===== src/rtl/instruction_prefetch_pkg.sv =====
// Shared LC-3b fetch types: machine word, fetch FSM encoding and the default
// prefetch queue depth.
package lc3b_types;

  typedef logic [15:0] lc3b_word;

  typedef enum logic [1:0] {
    IDLE = 2'd0,
    REQ  = 2'd1,
    DROP = 2'd2
  } fetch_state_t;

  localparam int FETCH_QUEUE_DEPTH = 4;

  // Byte-addressed 16-bit instructions
  localparam int FETCH_STEP = 2;

endpackage


===== src/rtl/instruction_prefetch_if.sv =====
// Fetch-side bundle: instruction memory request/response, redirect from
// execute and the decode-facing queue head.
interface instruction_prefetch_if #(
  parameter int WIDTH = 16
);
  logic             redirect;
  logic [WIDTH-1:0] redirect_pc;
  logic             imem_read;
  logic [WIDTH-1:0] imem_address;
  logic             imem_resp;
  logic [WIDTH-1:0] imem_rdata;
  logic             deq;
  logic             inst_valid;
  logic [WIDTH-1:0] inst;
  logic [WIDTH-1:0] inst_pc;
  logic             stall_fetch;

  modport master (
    input  redirect, redirect_pc, imem_resp, imem_rdata, deq,
    output imem_read, imem_address, inst_valid, inst, inst_pc, stall_fetch
  );

  modport slave (
    output redirect, redirect_pc, imem_resp, imem_rdata, deq,
    input  imem_read, imem_address, inst_valid, inst, inst_pc, stall_fetch
  );
endinterface


===== src/rtl/instruction_prefetch_fetch_queue.sv =====
// Synchronous FIFO holding {pc, instruction} pairs; flush clears it in one
// cycle and wins over push/pop.
module fetch_queue
  import lc3b_types::*;
#(
  parameter  int WIDTH = 16,
  parameter  int DEPTH = FETCH_QUEUE_DEPTH,
  localparam int DW    = 2 * WIDTH,
  localparam int PW    = $clog2(DEPTH)
) (
  input  logic          clk,
  input  logic          rst_n,
  input  logic          flush,
  input  logic          push,
  input  logic [DW-1:0] push_data,
  input  logic          pop,
  output logic [PW:0]   count,
  output logic [DW-1:0] head
);

  logic [DW-1:0] mem [DEPTH];
  logic [PW-1:0] rd_ptr, wr_ptr;
  logic          empty, full, do_push, do_pop;

  assign empty   = (count == '0);
  assign full    = (count == (PW+1)'(DEPTH));
  assign do_pop  = pop && !empty && !flush;
  assign do_push = push && !flush && (!full || do_pop);

  // Pointers wrap naturally since DEPTH is a power of two
  always_ff @(posedge clk or negedge rst_n) begin
    if (!rst_n) begin
      rd_ptr <= '0;
      wr_ptr <= '0;
      count  <= '0;
    end else if (flush) begin
      rd_ptr <= '0;
      wr_ptr <= '0;
      count  <= '0;
    end else begin
      if (do_push) wr_ptr <= wr_ptr + 1'b1;
      if (do_pop)  rd_ptr <= rd_ptr + 1'b1;
      count <= count + {{PW{1'b0}}, do_push} - {{PW{1'b0}}, do_pop};
    end
  end

  always_ff @(posedge clk) begin
    if (do_push) mem[wr_ptr] <= push_data;
  end

  assign head = mem[rd_ptr];

  a_no_overflow: assert property (@(posedge clk) disable iff (!rst_n)
    (push && !flush) |-> (!full || do_pop));

endmodule


===== src/rtl/instruction_prefetch.sv =====
// Instruction prefetcher: one outstanding imem read at a time feeding a small
// {pc, inst} queue; redirects flush the queue and discard in-flight data.
module instruction_prefetch
  import lc3b_types::*;
#(
  parameter int               WIDTH    = $bits(lc3b_word),
  parameter int               DEPTH    = FETCH_QUEUE_DEPTH,
  parameter logic [WIDTH-1:0] RESET_PC = 16'h0000
) (
  input logic                   clk,
  input logic                   rst_n,
  instruction_prefetch_if.master bus
);

  localparam int               CW      = $clog2(DEPTH) + 1;
  localparam logic [WIDTH-1:0] PC_STEP = WIDTH'(FETCH_STEP);

  typedef struct packed {
    logic [WIDTH-1:0] pc;
    logic [WIDTH-1:0] word;
  } entry_t;

  fetch_state_t     state, state_d;
  logic [WIDTH-1:0] fetch_pc, fetch_pc_d;
  logic [WIDTH-1:0] req_addr, req_addr_d;
  logic             armed;
  logic             push, pop, valid, has_room;
  logic [CW-1:0]    count;
  entry_t           push_entry, head_entry;

  assign valid    = (count != '0);
  assign has_room = (count < CW'(DEPTH));
  // Redirect wins over deq: the flushed head must not also be popped
  assign pop      = bus.deq && valid && !bus.redirect;

  // armed holds off the first request for one cycle after reset release
  always_ff @(posedge clk or negedge rst_n) begin
    if (!rst_n) begin
      state    <= IDLE;
      fetch_pc <= RESET_PC;
      req_addr <= RESET_PC;
      armed    <= 1'b0;
    end else begin
      state    <= state_d;
      fetch_pc <= fetch_pc_d;
      req_addr <= req_addr_d;
      armed    <= 1'b1;
    end
  end

  always_comb begin
    state_d    = state;
    fetch_pc_d = fetch_pc;
    req_addr_d = req_addr;
    push       = 1'b0;
    if (bus.redirect) fetch_pc_d = bus.redirect_pc;
    unique case (state)
      IDLE: begin
        if (!bus.redirect && armed && has_room) begin
          state_d    = REQ;
          req_addr_d = fetch_pc;
        end
      end
      REQ: begin
        // A redirect while waiting keeps the bus request alive but marks the
        // returning data as stale
        if (bus.redirect) begin
          state_d = bus.imem_resp ? IDLE : DROP;
        end else if (bus.imem_resp) begin
          push       = 1'b1;
          fetch_pc_d = fetch_pc + PC_STEP;
          state_d    = IDLE;
        end
      end
      DROP: begin
        if (bus.imem_resp) state_d = IDLE;
      end
      default: state_d = IDLE;
    endcase
  end

  assign push_entry = '{pc: fetch_pc, word: bus.imem_rdata};

  fetch_queue #(
    .WIDTH (WIDTH),
    .DEPTH (DEPTH)
  ) u_queue (
    .clk       (clk),
    .rst_n     (rst_n),
    .flush     (bus.redirect),
    .push      (push),
    .push_data (push_entry),
    .pop       (pop),
    .count     (count),
    .head      (head_entry)
  );

  assign bus.imem_read    = (state != IDLE);
  assign bus.imem_address = req_addr;
  assign bus.inst_valid   = valid;
  assign bus.inst         = valid ? head_entry.word : '0;
  assign bus.inst_pc      = valid ? head_entry.pc   : '0;
  assign bus.stall_fetch  = !valid;

  a_addr_hold: assert property (@(posedge clk) disable iff (!rst_n)
    (bus.imem_read && !bus.imem_resp) |=>
      (bus.imem_read && bus.imem_address == $past(bus.imem_address)));

endmodule

===== src/flat_wrapper.sv =====
// flat-port wrapper written by rule: the top's interface ports become plain ports
module instruction_prefetch_flat import lc3b_types::*;
#(
  parameter int               WIDTH    = $bits(lc3b_word),
  parameter int               DEPTH    = FETCH_QUEUE_DEPTH,
  parameter logic [WIDTH-1:0] RESET_PC = 16'h0000
)
  (clk, rst_n, bus_redirect, bus_redirect_pc, bus_imem_resp, bus_imem_rdata, bus_deq, bus_imem_read, bus_imem_address, bus_inst_valid, bus_inst, bus_inst_pc, bus_stall_fetch);
  instruction_prefetch_if #(.WIDTH(WIDTH)) bus_i ();
  input logic clk;
  input logic rst_n;
  input wire logic [$bits(bus_i.redirect)-1:0] bus_redirect;
  input wire logic [$bits(bus_i.redirect_pc)-1:0] bus_redirect_pc;
  input wire logic [$bits(bus_i.imem_resp)-1:0] bus_imem_resp;
  input wire logic [$bits(bus_i.imem_rdata)-1:0] bus_imem_rdata;
  input wire logic [$bits(bus_i.deq)-1:0] bus_deq;
  output wire logic [$bits(bus_i.imem_read)-1:0] bus_imem_read;
  output wire logic [$bits(bus_i.imem_address)-1:0] bus_imem_address;
  output wire logic [$bits(bus_i.inst_valid)-1:0] bus_inst_valid;
  output wire logic [$bits(bus_i.inst)-1:0] bus_inst;
  output wire logic [$bits(bus_i.inst_pc)-1:0] bus_inst_pc;
  output wire logic [$bits(bus_i.stall_fetch)-1:0] bus_stall_fetch;
  assign bus_i.redirect = bus_redirect;
  assign bus_i.redirect_pc = bus_redirect_pc;
  assign bus_i.imem_resp = bus_imem_resp;
  assign bus_i.imem_rdata = bus_imem_rdata;
  assign bus_i.deq = bus_deq;
  assign bus_imem_read = bus_i.imem_read;
  assign bus_imem_address = bus_i.imem_address;
  assign bus_inst_valid = bus_i.inst_valid;
  assign bus_inst = bus_i.inst;
  assign bus_inst_pc = bus_i.inst_pc;
  assign bus_stall_fetch = bus_i.stall_fetch;
  instruction_prefetch #(.WIDTH(WIDTH), .DEPTH(DEPTH), .RESET_PC(RESET_PC)) u_core (.clk(clk), .rst_n(rst_n), .bus(bus_i));
endmodule

===== config.mk =====
export PLATFORM = sky130hd
export DESIGN_NAME = instruction_prefetch_flat
export DESIGN_NICKNAME = d
export VERILOG_FILES = /design/src/rtl/instruction_prefetch_pkg.sv /design/src/rtl/instruction_prefetch_if.sv /design/src/rtl/instruction_prefetch_fetch_queue.sv /design/src/rtl/instruction_prefetch.sv /design/src/flat_wrapper.sv
export SDC_FILE = /design/constraint.sdc
export NUM_CORES = 1
export LEC_CHECK = 0
export CAP_MARGIN = 30
export CORE_ASPECT_RATIO = 0.75
export CORE_MARGIN = 2
export CORE_UTILIZATION = 45
export DETAILED_ROUTE_END_ITERATION = 10
export MAX_ROUTING_LAYER = met4
export PLACE_DENSITY = 0.77
export SYNTH_ARGS = -nofsm -noshare
export SYNTH_HDL_FRONTEND = slang
export SYNTH_SLANG_ARGS = --single-unit
export TNS_END_PERCENT = 20

===== constraint.sdc =====
create_clock -name clk -period 4.12 [get_ports clk]
set_input_delay 0.824 -clock clk [delete_from_list [all_inputs] [get_ports clk]]
set_output_delay 0.824 -clock clk [all_outputs]
set_load 0.1 [all_outputs]

Word level (Yosys, flattened, before mapping)
Memory sizes are Yosys's and may differ from the RTL's.
Cells that the tools add are included.
Storage, ports and cells
  output and inout port bits: 51
  bits in registers: 42
  bits of input ports: 37
  memories: 1
  logic and storage cells: 59
  RAM bits: 128
Memory list
  u_core.u_queue.mem: depth 4, width 32, rd ports 1, clocked after memory_dff 0, write ports 1, line instruction_prefetch_fetch_queue.sv:21  | logic [DW-1:0] mem [DEPTH];
Operators by class
  order comparisons: 1
  equality and inequality tests: 4
  multiplexer cells: 21
  reductions and logical operators: 20
  add/sub/neg operators: 5
Operator list (number)
  $mux 16: 6
  $add 16x2->16 const B: 1
  $mux 2: 8
  $logic_and 1x1->1: 8
  $pmux 2 s3: 1
  $reduce_bool 2->1: 3
  $mux 1: 5
  $add 2x1->2 const B: 2
  $logic_not 1->1: 4
  $add 3x1->3: 1
  $eq 3x3->1 const B: 1
  $logic_not 3->1: 1
  $lt 3x3->1 const B: 1
  $mux 3: 1
  $reduce_bool 3->1: 1
  $sub 3x1->3: 1
  $eq 2x1->1 const B: 1
  $eq 2x2->1 const B: 1
  $logic_not 2->1: 1
  $ne 2x1->1 const B: 1
  $reduce_and 2->1: 1
  $logic_or 1x1->1: 1

Depth between registers and ports, before layout
Gate-level depths: netlist of the first run.
  word-level depth: 10
  gate-level depth with buffers: 11
  mapped depth without buffers: 10

Cells and area by module
Synthesis of the first run repeated with hierarchy kept, for this count alone.
Second synthesis, totals
  cell total of the unflattened synthesis: 391
  area total of the unflattened synthesis: 6962.9 µm²
Modules (own cells, without submodules)
  fetch_queue: area an instance 5148.7 µm², cells each 214, times used 1, sequential area each 4018.9 µm²
  instruction_prefetch: area an instance 1814.2 µm², cells each 177, times used 1, sequential area each 875.8 µm²

Worst setup path after synthesis of the first run
OpenSTA, ideal clock, no wires.
  path kind: register -> output
  start: reg u_core.u_queue.count[2]
  end: out bus_inst[10]
  path buffers: 2
  data required time: 3.296 ns
  arrival: 2.601 ns
  stages on the path, launching flop included: 5
  path slack: 0.695 ns
  cell sequence: dfrtp_1 > or3_1 > clkbuf_1 > clkbuf_1 > and2_1
Between the ends
  word-level cells in the longest chain between the ends: 2
Ends and longest elaborated chain
  from (decl): line instruction_prefetch_fetch_queue.sv:17  | output logic [PW:0] count,
  from (signal assigned): line instruction_prefetch_fetch_queue.sv:43  | count <= count + {{PW{1'b0}}, do_push} - {{PW{1'b0}}, do_pop};
  $reduce_bool 3->1: line instruction_prefetch.sv:31  | assign valid = (count != '0);
  via bus_inst_valid: line flat_wrapper.sv:19  | output wire logic [$bits(bus_i.inst_valid)-1:0] bus_inst_valid;
  $mux 16: line instruction_prefetch.sv:101  | assign bus.inst = valid ? head_entry.word : '0;
  to (decl): line flat_wrapper.sv:20  | output wire logic [$bits(bus_i.inst)-1:0] bus_inst;
The timed path passes the listed nets, and every way through them passes these cells.

Final worst setup path of the first run
  start: reg u_core.u_queue.rd_ptr[0]
  end: out bus_inst_pc[13]
Between the ends
  word-level cells in the longest chain between the ends: 2
Ends and longest elaborated chain
  from (decl): line instruction_prefetch_fetch_queue.sv:22  | logic [PW-1:0] rd_ptr, wr_ptr;
  from (signal assigned): line instruction_prefetch_fetch_queue.sv:42  | if (do_pop) rd_ptr <= rd_ptr + 1'b1;
  $mem_v2 4x32
  $mux 16: line instruction_prefetch.sv:102  | assign bus.inst_pc = valid ? head_entry.pc : '0;
  to (decl): line flat_wrapper.sv:21  | output wire logic [$bits(bus_i.inst_pc)-1:0] bus_inst_pc;
No other way between the ends.

==> results of run 1 <==
synthesized netlist by cell type, drive strengths merged, types with 2 or more instances:
cell type	instances	area, sq um
edfxtp	128	3840
dfrtp	42	1050
and2	37	231
mux4	32	721
mux2	17	191
nor2	15	56.3
clkbuf	12	46.3
inv	12	45.0
buf	8	45.0
ha	7	87.6
nand2	7	26.3
a311oi	6	52.6
nand3	6	30.0
and3	5	31.3
mux2i	4	40.0
o21ai	4	20.0
xnor2	4	35.0
xor2	4	35.0
a211oi	3	22.5
a221oi	3	26.3
nand4	3	18.8
a21oi	2	10.0
a311o	2	20.0
and4	2	17.5
nor2b	2	12.5
nor3	2	15.0
nor4b	2	32.5
layout by cell type (no fill, tap or decap), types with 3 or more instances in the layout:
master	instances
inv_6	4
inv_1	12
mux4_2	32
nand4_1	3
nand2_1	7
buf_4	44
xnor2_1	4
dfrtp_1	41
nand3_1	6
edfxtp_1	128
o21ai_0	4
a211oi_1	3
ha_1	7
a221oi_1	3
clkbuf_16	17
nor2_1	15
a311oi_1	6
mux2_2	17
mux2i_1	4
clkinvlp_4	4
and3_1	5
xor2_1	4
and2_1	37
clkdlybuf4s50_1	52
flip-flops by register name, indices dropped and copies added (netlist names):
name / flops
u_core.bus.imem_address: 16
u_core.u_queue.wr_ptr: 2
u_core.fetch_pc: 16
u_core.u_queue.rd_ptr: 2
u_core.armed: 1
u_core.state: 2
u_core.u_queue.mem: 128
u_core.u_queue.count: 3
final timing paths:
| check | from | to | slack [ps] | cells past startpoint |
|---|---|---|---|---|
| max reg2reg | u_core.state[1] | u_core.u_queue.count[2] | 1510 | 10 |
| min in group clk | u_core.bus.imem_address[13] | u_core.bus.imem_address[13] | 510 | 1 |
| max in group asynchronous | rst_n | u_core.u_queue.rd_ptr[0] | 3490 | 2 |
| min reg2reg | u_core.bus.imem_address[13] | u_core.bus.imem_address[13] | 510 | 1 |
| max | u_core.u_queue.rd_ptr[0] | bus_inst_pc[13] | 930 | 4 |
| min | rst_n | u_core.bus.imem_address[3] | 200 | 1 |
cell type report:
type / instances / area [sq um] / share of cell area, %
Clock inverter: 12 / 114 / 1.33
Sequential cell: 170 / 4900 / 57.2
Tap cell: 205 / 256 / 3.00
Multi-Input combinational cell: 185 / 1870 / 21.9
Clock buffer: 20 / 457 / 5.33
Timing Repair Buffer: 100 / 923 / 10.8
Inverter: 12 / 45.0 / 0.526
per-layer routing:
metal	wire (microns)	up-vias
li1	-	1702
met1	6050	1863
met2	6110	137
met3	1050	6
met4	87	0
met5	0	-
through the flow:
step / setup WS, ps / hold slack (ps) / instances
3_3_place_gp: 747 / 495 / 670
2_1_floorplan: 695 / 475 / 387
3_5_place_dp: 577 / 500 / 671
4_1_cts: 860 / 519 / 703
6_report: 926 / 196 / 704
5_1_grt: 751 / 174 / 704
power by group through the flow:
stage,sequential (mW),combinational [mW],clock [mW]
6_report,2.13,2.66,1.51
5_1_grt,2.16,2.75,1.62
4_1_cts,2.13,2.68,1.54
3_5_place_dp,2.16,2.68,0
3_3_place_gp,2.16,2.62,0
2_1_floorplan,2.67,1.55,0
critical path, delay by kind of cell (launching register included):
| kind | cells | cell delay [ps] |
|---|---|---|
| flops | 1 | 720 |
| buf+inv | 2 | 500 |
| mux | 1 | 530 |
| simple gates | 1 | 190 |
cell families (layout without fill, tap and decap cells):
kind of cell | Yosys count | in the layout | synth area share, %
DFF | 170 | 170 | 70.9
and+or+nand+nor | 88 | 88 | 7.67
muxes | 53 | 53 | 13.8
buffers and inverters | 32 | 144 | 1.98
AOI/OAI and AO/OA | 27 | 27 | 3.03
adders and majority gates | 8 | 8 | 1.56
xor gates and xnor gates | 8 | 8 | 1.01
other | 1 | 1 | 0.0543
==> run summary, run 1 <==
The flow ran to the end, and the final reports show no timing, DRC or antenna violations. Of the total power, the clock network draws 24.0%. Yosys printed 0 warnings. The critical path is of the flop to primary output type. The layer flagged by global routing as most heavily used is met1. For the initial antenna violation count, the log shows 0. The detailed-route DRC error count came out at 0. In the final layout, the share of cells above drive strength 1 is 26.7%. The path class of the tightest hold or removal check is input pin to asynchronous set/reset pin. The met3 usage was 4.69%; the total global-route track usage was 17.8%.

0 antenna diodes ended up in the layout. Once the clock tree was built, the resizer swapped 0 gates to a different size. Summed over all layers, the routed wires come to 13,300 microns. The logs give 0 for the overall overflow remaining after global route and 8410 microns for the half-perimeter wire length of the detailed placement result.

The number of top-level pins came out at 88. Setup repair after global routing left no endpoint under its margin. TritonCTS built the clock tree.

Counting every net in the synthesized netlist gives 432. For this design the ratio of total power to cell area is 736 nW/um^2. The number of slew-limit violations in the final report was 0. The run gives 3.56 mW as the internal power summed over all cells.

The data arrival time of the critical path was 2370 ps; the utilization after layout was 56.6%. The die boundary height was 111 microns; the detailed-route wire length per cell was 18.9 microns. Of the total power, combinational logic draws 42.2%. The required time of the critical path is 3300 ps. The die outline area was 16,400 sq um. The number of enable flip-flop cells after synthesis was 128; the initial core utilization was 45.6%. After floorplanning, the core was sized to cover 15,100 sq um.

Summing every instance area after synthesis gives 6900 sq um. The kind of start point of the critical path was a flop. The worst path in the final design needs a cycle of 3190 ps, including I/O delays and setup. The area after detailed placement was 7970 sq um; the filler cell count was 1,163. Actual slew at the worst max-slew pin: 996 ps. For the number of rows created at floorplan, the log shows 39.

Entering global routing, the biggest net connects 43 pins. The final setup violation count was 0; the area added between synthesis and finish was 24.1%. Across the VDD grid, the largest voltage drop is 0.622 mV.

After routing the design area is 8560 sq um. Final hold violation count: 0. CTS placed an instance of clkbuf_16 at the clock tree root.

For the leakage component of the power, the log shows 3.06 nW. The clock network latency to the later pin of the worst-skew pair is 420 ps. STA classifies the critical path endpoint as a primary output. Buffers inserted to repair hold after CTS numbered 0.

In the global route stage, met1 resource usage came out at 25.6%. The pre-antenna-repair detailed-routing pass consisted of 4 iterations. The run gives 21,200 microns as the global-route wire length before repair. After detailed routing, the number of vias per cell comes to 5.27. The run gives 0 ps as the final total negative setup slack. The overall die width was 147 microns. The detail route stage leaves a number of antenna-violating nets equal to 0.

Post-CTS timing repair inserted 0 buffers for setup. Synthesis handed over a netlist of 387 instances. The synthesized design contains 170 register bits. Across the run, the number of max-cap violations was 0. Static timing analysis puts the maximum clock frequency at 0.313 GHz.

After clock tree synthesis, the clock-pin slew on the worst setup and hold paths is 60 ps. For this run, the slowest stage of the critical path takes 720 ps. In this run the worst path has a maximum fanout of 19. The most used flip-flop cell after synthesis is edfxtp_1.

The logs give 48 for the unique cell type count in the Yosys netlist and 4 for the number of levels in the clock H-tree. The largest individual stage delay along the critical path comes from the cell dfrtp_2. The number of clock buffers added by TritonCTS is 17.

The run gives 3,860 as the number of global-route vias before repair. Total power for the finished layout comes to 6.30 mW. Walking the worst path, the cells encountered are buf_12 -> mux4_2 -> and2_1 -> buf_4. For the final weighted congestion of routability-driven global placement, the log shows 0.775. In this run the power spent charging and discharging nets is 2.74 mW. The number of port buffers works out to 87. Clock tree synthesis found a total of 170 sinks.

The buffer levels on the longest clock path came out at 2. After synthesis, the share of flip-flops with an asynchronous set or reset is 24.7%. Of the total power, the share spent switching nets is 43.5%. The share of the yosys chip area belonging to registers was 70.9%; the routed via count was 3,708.

The net count of the finished layout is 531. The worst clock skew on the final layout came out at 16.3 ps. The average instance in the mapped netlist occupies 17.8 sq um.

Dividing the final minimum period by the clock period gives 77.5%. The met2 track demand over resource in global routing was 25.2%; the sequential cell fraction of total power was 33.8%. The run gives 200 as the initial detailed-routing violation count.

Measured against its own limit, the worst slew margin works out to 33.4%.
(Power assumes the default switching activity.)
==> run 2: changes to the inputs <==
--- a/config.mk
+++ b/config.mk
@@ -11,7 +11,7 @@
 export CORE_UTILIZATION = 45
 export DETAILED_ROUTE_END_ITERATION = 10
 export MAX_ROUTING_LAYER = met4
-export PLACE_DENSITY = 0.77
+export PLACE_DENSITY = 0.8
 export SYNTH_ARGS = -nofsm -noshare
 export SYNTH_HDL_FRONTEND = slang
 export SYNTH_SLANG_ARGS = --single-unit
==> constraint.sdc (replaced) <==
create_clock -name clk -period 2.75 [get_ports clk]
set_input_delay 0.55 -clock clk [delete_from_list [all_inputs] [get_ports clk]]
set_output_delay 0.55 -clock clk [all_outputs]
set_load 0.1 [all_outputs]
==> run summary, run 2 (same netlist as run 1, synthesis figures left out) <==
Buffers placed on the I/O ports in this run total 87. The clock input transition at the sequential cells of the worst setup and hold paths is 70 ps, and the area inside the core boundary is 15,100 sq um. For the pin with the worst max-slew slack, the measured transition is 929 ps. Clock latency on the worst-skew pair, taken at its later pin, is 430 ps.

The overall overflow remaining after global route came out at 0. Leaving out fill and tap cells, the most frequent cells in the layout are 128 x edfxtp_1, 41 x dfrtp_1, 35 x clkdlybuf4s50_1, 35 x buf_12, 33 x and2_1. The detailed-route DRC error count came out at 0. The number of antenna diodes in the final layout is 0. For the final weighted congestion of routability-driven global placement, the log shows 0.836.

The tools report the area of all placed cells without fillers as 8900 sq um. In this run the deepest clock path goes through 2 buffers. The worst clock skew on the final layout came out at 13.0 ps. The class of the tightest hold or removal check was input pin to asynchronous set/reset pin. For this design, the sink count on the clock tree is 170.

For this run, the total global-route usage over all layers was measured as 18.2%. The number of global-route vias before repair came out at 3,913. The tools report the die outline area as 16,400 sq um. The final setup violation count is 0.

The worst reg-to-reg path cell count was 10. The worst pin sits at a relative slew slack of 38.1%. Max-cap violations in this run came to 0. The run gives 45.6% as the initial core utilization. The routed layout has 3,751 vias. STA classifies the critical path startpoint as a flop. The post-route minimum period is 2540 ps. The final hold violation count came out at 0. In this run the number of H-tree levels came out at 4. The critical path goes through buf_12 -> mux4_2 -> and2_1 -> buf_12. Summed over all cells, the static leakage comes to 3.16 nW. The largest driver fanout on the critical path is 25, and the achievable clock frequency is 0.393 GHz.

The cell sitting at the root of the clock tree is a clkbuf_16. The logs give 0 for the post-CTS repair timing setup buffer count and 0 for the initial antenna violation count. In this run, the number of DRC markers left after iteration 0 of detailed routing was 281. The count of nets left with antenna violations once routing finished came out at 0.

The pin count of the biggest net entering global routing came out at 43. Setup repair after global routing left no endpoint under its margin. Wire length after detailed routing: 13,500 microns. The share of the clock period used by the worst path after layout is 92.4%.

The maximum VDD drop came out at 0.526 mV. The setup path with the least slack is of type flop to primary output. After detailed routing, the number of vias per cell comes to 5.34.

In the final layout, the share of cells above drive strength 1 is 30.4%. The placed instances occupy a cell area of 8330 sq um. The number of clock buffers inserted by TritonCTS was 17. In this run, post-CTS repair resized a total of 0 instances. The longest individual stage delay on the worst path was 560 ps. Detailed placement finished with a half-perimeter wire length of 8730 microns. Compared with the post-synthesis result, the final layout area differs by 28.9%. The pre-antenna-repair detailed-routing pass consisted of 4 iterations. Row generation in the floorplan step produced 39 rows. The cell with the biggest individual delay on the critical path was mux4_2. For the post-layout net count, the log shows 529. The die boundary height was 111 microns. The run gives 0 as the number of slew-limit violations in the final report. The tools report the global-route wire length before repair as 21,300 microns. The flip-flop count of the largest register after layout is 128. After clock tree synthesis, the flow added hold-fix buffers numbering 0. For this design the ratio of total power to cell area is 1120 nW/um^2. Summed over all failing endpoints, the final setup total negative slack is 0 ps.

The required time of the critical path was 2200 ps; the overall die width was 147 microns. Most common cell after layout, fill and taps aside: edfxtp_1. Detailed-route wire length per cell: 19.2 microns. In this design, the critical path's most frequently occurring cell is buf_12. Register ranked first by flip-flop count: u_core.u_queue.mem. For the worst setup path, the data arrival time is 1990 ps. The number of top-level pins is 88. The worst setup path is captured at a primary output. The run finished with clean final reports. TritonCTS built the clock tree.
## run 2: changes by cell type in the layout (fill, tap and decap cells not counted), sizes merged
| cell | previous run | this run |
|---|---|---|
| buf | 48 | 63 |
| clkbuf | 20 | 18 |
| clkdlybuf4s50 | 52 | 35 |
| clkinv | 3 | 4 |
| clkinvlp | 4 | 3 |
| inv | 16 | 18 |
## run 2: worst paths after layout
check / start / slack [ps] / end
min in group clk: u_core.bus.imem_address[5] / 510 / u_core.bus.imem_address[5]
setup reg to reg: u_core.u_queue.count[2] / 500 / u_core.u_queue.count[2]
hold / removal: rst_n / 260 / u_core.bus.imem_address[6]
max in group asynchronous: rst_n / 1840 / u_core.u_queue.rd_ptr[0]
hold reg to reg: u_core.bus.imem_address[5] / 510 / u_core.bus.imem_address[5]
setup / recovery: u_core.u_queue.rd_ptr[0] / 210 / bus_inst_pc[9]
## run 2: final cells by class
| class | instances | area, sq um |
|---|---|---|
| fillers | 1130 | 6230 |
| repair buffers | 98 | 1260 |
| flip-flops and latches | 170 | 4900 |
| well taps | 205 | 256 |
| clock inverters | 14 | 136 |
| clock buffers | 18 | 429 |
| multi-input cells | 185 | 1880 |
| inverters | 12 | 45.0 |
## run 2: power by group
part,internal (mW),leakage (nW),switching [mW]
Clock,1.27,0.269,1.00
Combinational,1.48,1.23,3.10
Sequential,2.97,1.65,0.171
## run 2: stage by stage
step                setup WS [ps]  util [%]  hold WS (ps)  power (mW)  std cells
floorplan                    84.9         -           254        6.32        387
global placement              104      55.1           495        7.77        670
detailed placement           14.6      55.1           498        7.81        670
CTS                           172      58.8           282        10.1        702
global route                  119      58.8           317        10.3        702
finish                        208      58.8           256        9.98        702
## run 2: worst max-delay path: cells and delay by family (launching register included)
family | cells | cell delay, ps
simple gates | 1 | 210
buf+inv | 2 | 400
mux | 1 | 560
flops | 1 | 390
## run 2: layer usage
layer / part of all wire, % / wire length (microns) / vias up / global-route usage (%)
met5: 0 / 0 / - / -
met4: 1.1 / 150 / 0 / 5.26
met3: 6.5 / 873 / 17 / 5.51
met2: 48 / 6550 / 127 / 27.4
met1: 44 / 5930 / 1912 / 24.2
li1: - / - / 1695 / -
==> run 3: changes to the inputs <==
--- a/config.mk
+++ b/config.mk
@@ -15,4 +15,3 @@
 export SYNTH_ARGS = -nofsm -noshare
 export SYNTH_HDL_FRONTEND = slang
 export SYNTH_SLANG_ARGS = --single-unit
-export TNS_END_PERCENT = 20
==> results of run 3 <==
The final DEF is identical to that of run 2; final timing and power are the same.
